**src/rtl/bcd_autorange_latch_pkg.sv**
```systemverilog
`default_nettype none
// +---------------------------------------------------------------------------+
// | freq_disp_pkg : shared constants, FSM states and BCD helper  (rev 1.0)    |
// +---------------------------------------------------------------------------+
package freq_disp_pkg;

  localparam logic [3:0] BLANK_DIGIT = 4'hF;
  localparam int         ENG_GROUP   = 3;

  typedef enum logic [1:0] {
    IDLE = 2'd0,
    SCAN = 2'd1,
    LOAD = 2'd2
  } state_t;

  function automatic logic bcd_is_valid(input logic [3:0] digit);
    return digit <= 4'd9;
  endfunction

endpackage
`default_nettype wire

```
**src/rtl/bcd_autorange_latch_window_select.sv**
```systemverilog
`default_nettype none
// +---------------------------------------------------------------------------+
// | window_select : display window, blanking and engineering dp  (rev 1.0)    |
// +---------------------------------------------------------------------------+
module window_select
  import freq_disp_pkg::*;
#(
  parameter int IN_DIGITS  = 6,
  parameter int OUT_DIGITS = 4,
  parameter int SHIFT_W    = 2,
  parameter int UNIT_W     = 2,
  parameter int CNT_W      = 3
) (
  input  logic [IN_DIGITS*4-1:0]  snap,
  input  logic [CNT_W-1:0]        msd,
  input  logic                    err_in,
  output logic [OUT_DIGITS*4-1:0] win_digits,
  output logic [OUT_DIGITS-1:0]   win_dp,
  output logic [UNIT_W-1:0]       win_unit,
  output logic [SHIFT_W-1:0]      win_shift,
  output logic                    win_err
);

  localparam logic [CNT_W-1:0] TOP_IDX = CNT_W'(OUT_DIGITS - 1);

  logic [CNT_W-1:0]       s;
  logic [CNT_W-1:0]       rel;
  logic [IN_DIGITS*4-1:0] shifted;
  int                     s_int;
  int                     rem;
  int                     j_dp;

  // Window is right-aligned to the count until the MSD would fall off the top.
  assign s         = (msd > TOP_IDX) ? msd - TOP_IDX : '0;
  assign rel       = msd - s;
  assign shifted   = snap >> {s, 2'b00};
  assign win_shift = SHIFT_W'(s);
  assign win_err   = err_in;

  for (genvar j = 0; j < OUT_DIGITS; j++) begin : g_digit
    if (j == 0) begin : g_lsd
      assign win_digits[3:0] = shifted[3:0];
    end else begin : g_upper
      assign win_digits[4*j +: 4] = (CNT_W'(j) > rel) ? BLANK_DIGIT : shifted[4*j +: 4];
    end
  end

  // The point goes on the first engineering boundary above window digit 0.
  always_comb begin
    s_int    = int'(s);
    rem      = s_int % ENG_GROUP;
    j_dp     = (rem == 0) ? ENG_GROUP : ENG_GROUP - rem;
    win_dp   = '0;
    win_unit = '0;
    if (int'(msd) >= ENG_GROUP) begin
      win_dp   = OUT_DIGITS'(1) << j_dp;
      win_unit = UNIT_W'((s_int + j_dp) / ENG_GROUP);
    end
  end

endmodule
`default_nettype wire

```
**src/rtl/bcd_autorange_latch.sv**
```systemverilog
`default_nettype none
// +---------------------------------------------------------------------------+
// | bcd_autorange_latch : snapshot, MSD scan and autoranged display latch     |
// | rev 1.0                                                                   |
// +---------------------------------------------------------------------------+
module bcd_autorange_latch
  import freq_disp_pkg::*;
#(
  parameter int IN_DIGITS  = 6,
  parameter int OUT_DIGITS = 4,
  parameter int SHIFT_W    = 2,
  parameter int UNIT_W     = 2
) (
  input  logic                    clk,
  input  logic                    rst_n,
  input  logic                    latch_req,
  input  logic [IN_DIGITS*4-1:0]  digits_in,
  output logic [OUT_DIGITS*4-1:0] disp_digits,
  output logic [OUT_DIGITS-1:0]   disp_dp,
  output logic [UNIT_W-1:0]       unit,
  output logic [SHIFT_W-1:0]      shift,
  output logic                    err,
  output logic                    busy,
  output logic                    done
);

  localparam int CNT_W = (IN_DIGITS > 1) ? $clog2(IN_DIGITS) : 1;

  state_t                  state;
  logic                    prev_req;
  logic                    pending;
  logic                    found;
  logic                    err_acc;
  logic [CNT_W-1:0]        cnt;
  logic [CNT_W-1:0]        msd;
  logic [IN_DIGITS*4-1:0]  snap;
  logic [IN_DIGITS*4-1:0]  snap_sh;
  logic [3:0]              cur_digit;
  logic                    req;

  logic [OUT_DIGITS*4-1:0] sel_digits;
  logic [OUT_DIGITS-1:0]   sel_dp;
  logic [UNIT_W-1:0]       sel_unit;
  logic [SHIFT_W-1:0]      sel_shift;
  logic                    sel_err;

  assign req       = latch_req & ~prev_req;
  assign snap_sh   = snap >> {cnt, 2'b00};
  assign cur_digit = snap_sh[3:0];

  window_select #(
    .IN_DIGITS (IN_DIGITS),
    .OUT_DIGITS(OUT_DIGITS),
    .SHIFT_W   (SHIFT_W),
    .UNIT_W    (UNIT_W),
    .CNT_W     (CNT_W)
  ) u_window_select (
    .snap      (snap),
    .msd       (msd),
    .err_in    (err_acc),
    .win_digits(sel_digits),
    .win_dp    (sel_dp),
    .win_unit  (sel_unit),
    .win_shift (sel_shift),
    .win_err   (sel_err)
  );

  always_ff @(posedge clk or negedge rst_n) begin
    if (!rst_n) begin
      state       <= IDLE;
      prev_req    <= 1'b0;
      pending     <= 1'b0;
      found       <= 1'b0;
      err_acc     <= 1'b0;
      cnt         <= '0;
      msd         <= '0;
      snap        <= '0;
      disp_digits <= {OUT_DIGITS{BLANK_DIGIT}};
      disp_dp     <= '0;
      unit        <= '0;
      shift       <= '0;
      err         <= 1'b0;
      busy        <= 1'b0;
      done        <= 1'b0;
    end else begin
      prev_req <= latch_req;
      done     <= 1'b0;
      case (state)
        IDLE: begin
          if (req || pending) begin
            snap    <= digits_in;
            cnt     <= CNT_W'(IN_DIGITS - 1);
            msd     <= '0;
            found   <= 1'b0;
            err_acc <= 1'b0;
            pending <= 1'b0;
            busy    <= 1'b1;
            state   <= SCAN;
          end
        end
        SCAN: begin
          if (req) pending <= 1'b1;
          // Scanning downward, so the first non-zero digit hit is the MSD.
          if (cur_digit != 4'd0 && !found) begin
            msd   <= cnt;
            found <= 1'b1;
          end
          if (!bcd_is_valid(cur_digit)) err_acc <= 1'b1;
          if (cnt == '0) state <= LOAD;
          else           cnt   <= cnt - 1'b1;
        end
        LOAD: begin
          if (req) pending <= 1'b1;
          disp_digits <= sel_digits;
          disp_dp     <= sel_dp;
          unit        <= sel_unit;
          shift       <= sel_shift;
          err         <= sel_err;
          done        <= 1'b1;
          busy        <= 1'b0;
          state       <= IDLE;
        end
        default: state <= IDLE;
      endcase
    end
  end

endmodule
`default_nettype wire
```
**config.mk**
```make
export PLATFORM = sky130hd
export DESIGN_NAME = bcd_autorange_latch
export DESIGN_NICKNAME = d
export VERILOG_FILES = /design/src/rtl/bcd_autorange_latch_pkg.sv /design/src/rtl/bcd_autorange_latch_window_select.sv /design/src/rtl/bcd_autorange_latch.sv
export SDC_FILE = /design/constraint.sdc
export NUM_CORES = 1
export LEC_CHECK = 0
export CAP_MARGIN = 20
export CORE_ASPECT_RATIO = 0.6
export CORE_MARGIN = 2
export CORE_UTILIZATION = 52
export CTS_CLUSTER_DIAMETER = 120
export DETAILED_ROUTE_END_ITERATION = 10
export GPL_TIMING_DRIVEN = 0
export MAX_ROUTING_LAYER = met4
export PLACE_DENSITY = 0.78
export SYNTH_ARGS = -nofsm -noshare
export SYNTH_HDL_FRONTEND = slang
export SYNTH_HIERARCHICAL = 1
export SYNTH_SLANG_ARGS = --single-unit
```
**constraint.sdc**
```tcl
create_clock -name clk -period 7.3 [get_ports clk]
set_input_delay 1.46 -clock clk [delete_from_list [all_inputs] [get_ports clk]]
set_output_delay 1.46 -clock clk [all_outputs]
set_load 0.03 [all_outputs]
```
==> impl_metrics.csv <==
group,metric,value,unit
worst_setup_path,crit_type,"reg2reg",
cells_and_area,drive_above_1_share,28.89,%
worst_setup_path,cp.arrival,7.28,ns
outcome,status,"finished, final reports clean",
route,drt-total-wl,15960,um
clock_network,clock_latency,0.33,ns
clock_network,htreeDepth,3,
synth,ys_seq_area_share,31.69,%
synth,yosys.area.top_type_share,23.34,%
timing,maxSlewViolCount,0,
worst_setup_path,critical_path.top_delay_family,"simple AND/OR/NAND/NOR gates",
timing,period_share,96.74,%
timing,tns,0,ns
synth,synth_warnings,6,
synth,avgSynthCellArea,9.079,sq um
clock_network,clock-sinks,63,
worst_setup_path,cp-start-kind,"flip-flop",
floorplan,coreArea,0.009290,sq mm
synth,ys_seq_elements,63,
timing,maxSlewHeadroom,49.67,%
route,drt_iter0_drc,811,
worst_setup_path,crit_slowest_cell,"or4_4",
route,viasPerCell,6.416,
timing,fmax,0.1416,GHz
cells_and_area,diodes,0,
cells_and_area,area_delta_synth_final,27.91,%
worst_setup_path,critPathMaxFanout,10,
timing,setup_violations,0,
cells_and_area,fin_nets,677,
global_route,antenna_found_initial,0,
synth,synth-edff-count,0,
cells_and_area,seqCellArea,0.001598,sq mm
placement,io_buffers,53,
clock_network,cts_buffer_depth,2,
route,num_vias,4921,
floorplan,die_area,0.01052,sq mm
synth,syn-cell-area,0.005039,sq mm
synth,synthCells,555,
cells_and_area,most-common-layout-cells,"54 x mux2_2, 52 x nor2_1, 52 x clkdlybuf4s50_1",
cells_and_area,layout_commonest_cell,"mux2_2",
route,route.detailed.drc,0,
synth,synth_area_leaders,"dfrtp_1 23%, mux2_2 12%, dfstp_2 8.3%",
synth,synth-async-reset-ratio,100.0,%
timing,clock_skew,0.006023,ns
cells_and_area,nFillCells,707,
global_route,grt.total_usage,31.35,%
clock_network,root_buffer,"clkbuf_16",
floorplan,initial_core_util,54.24,%
hold_path,worstHoldPathType,"reg2reg",
cells_and_area,final_core_util,69.37,%
floorplan,ioPinCount,54,
global_route,grt_max_degree,43,
timing,min_period,7.062,ns
synth,ys.flop_type,"dfrtp_1",
worst_setup_path,crit_path_end_kind,"flip-flop",
run,cap_violations,0,
placement,pre_cts_ws,-1.413,ns
placement,gp_congestion,1.017,
synth,ys_types,81,
clock_network,cts_made_buffers,9,
worst_setup_path,max_stage_delay,0.61,ns
floorplan,fp.dieH,80.25,um
global_route,grt_pass1_wl,24370,um
cells_and_area,multiInputGateArea,0.003450,sq mm
global_route,grt-ovfl-total,0,
synth,syn_nets,600,
timing,hold_viol_final,0,
route,firstDrtPassIters,6,
worst_setup_path,required,7.52,ns
synth,yosys.area.top_type,"dfrtp_1",
placement,dp_hpwl,11560,um
timing,tightest_slew,0.7550,ns
worst_setup_path,critPathBufInv,5,
global_route,grt_pass1_vias,4521,
floorplan,die_w,131.1,um
route,avgRoutedWirePerCell,20.81,um
floorplan,row_count,27,
timing,fin_ws,0.2383,ns
clock_network,cts_tree,"yes",
route,antenna_left,0,
clock_network,cts_hold_buf,0,
clock_network,cts.clk_slew.worst_paths,0.05,ns
[cell usage after synthesis (4+ instances only)]
cell type / count
nor2_1: 55
a211oi_1: 9
inv_1: 25
buf_2: 8
a211oi_2: 5
nand2_1: 48
buf_1: 4
nand3_1: 7
o21ai_0: 29
dfrtp_1: 47
nor2b_1: 5
nand2b_1: 6
nor3_1: 14
mux2_2: 54
a31oi_1: 4
ha_1: 17
or3_1: 5
clkbuf_1: 13
xor2_1: 4
a31o_2: 4
a21oi_1: 34
mux2i_1: 30
o22ai_1: 4
a21o_1: 7
o211ai_1: 11
dfstp_2: 16
xnor2_1: 11
a221o_1: 4
[stage by stage]
stage                     std cells  cell area [sq um]  hold slack [ns]
after CTS                       759               6237           0.5224
after global placement          738               5733           0.4951
after floorplan                 555               5040           0.4837
final                           767               6445           0.5191
after global routing            767               6445           0.5366
after detailed placement        739               5748           0.4970
[sequential cells by signal, indices dropped and copies added (netlist names), 2 cells and up]
name and count:
msd 3, unit 2, disp_digits 16, snap 24
state 2, shift 2, disp_dp 4, cnt 3
[cells by family (layout without fill, tap and decap cells)]
kind of cell    Yosys count  in the layout  share of synthesized area (%)
flops                    63             63                          31.69
fa+ha+maj                18             18                          4.619
simple gates            162            162                          15.50
compound gates          152            152                          21.85
mux                      87             87                          18.85
xor+xnor                 15             15                          2.607
buf+inv                  57            139                          4.817
other cells               1              1                        0.07443
[timing repair]
item | CTS | global route
gates resized for setup | 32 | 40
setup buffers | 7 | 8
setup endpoints to repair | 2 | 2
pin swaps | 5 | 8
[per-layer routing]
| metal | routed length [um] | GRT usage [%] | vias to the layer above |
|---|---|---|---|
| met5 | 0 | - | - |
| met4 | 189 | 5.745 | 0 |
| met3 | 1783 | 8.128 | 37 |
| met2 | 6485 | 41.24 | 319 |
| met1 | 7500 | 48.01 | 2349 |
| li1 | - | - | 2216 |
[area by class of cell]
type / count / share of cell area (%)
timing repair buffer: 69 / 10.21
sequential: 63 / 24.79
inverter: 29 / 1.767
clock buffer: 14 / 4.252
tap: 130 / 2.524
multi-input combinational: 435 / 53.52
buffer: 25 / 2.349
clock inverter: 2 / 0.5824
[worst paths after layout]
path	endpoint	from	cells after the start	slack, ns
max reg2reg	unit[1]	msd[1]	35	0.24
max	unit[1]	msd[1]	35	0.24
min in group asynchronous	snap[11]	rst_n	1	1.09
min	disp_dp[3]	disp_dp[3]	1	0.52
min reg2reg	disp_dp[3]	disp_dp[3]	1	0.52
max in group asynchronous	disp_digits[14]	rst_n	2	5.56
Power is not shown: default switching activity piles up to over one toggle a cycle in this logic, so the estimate is an artifact.
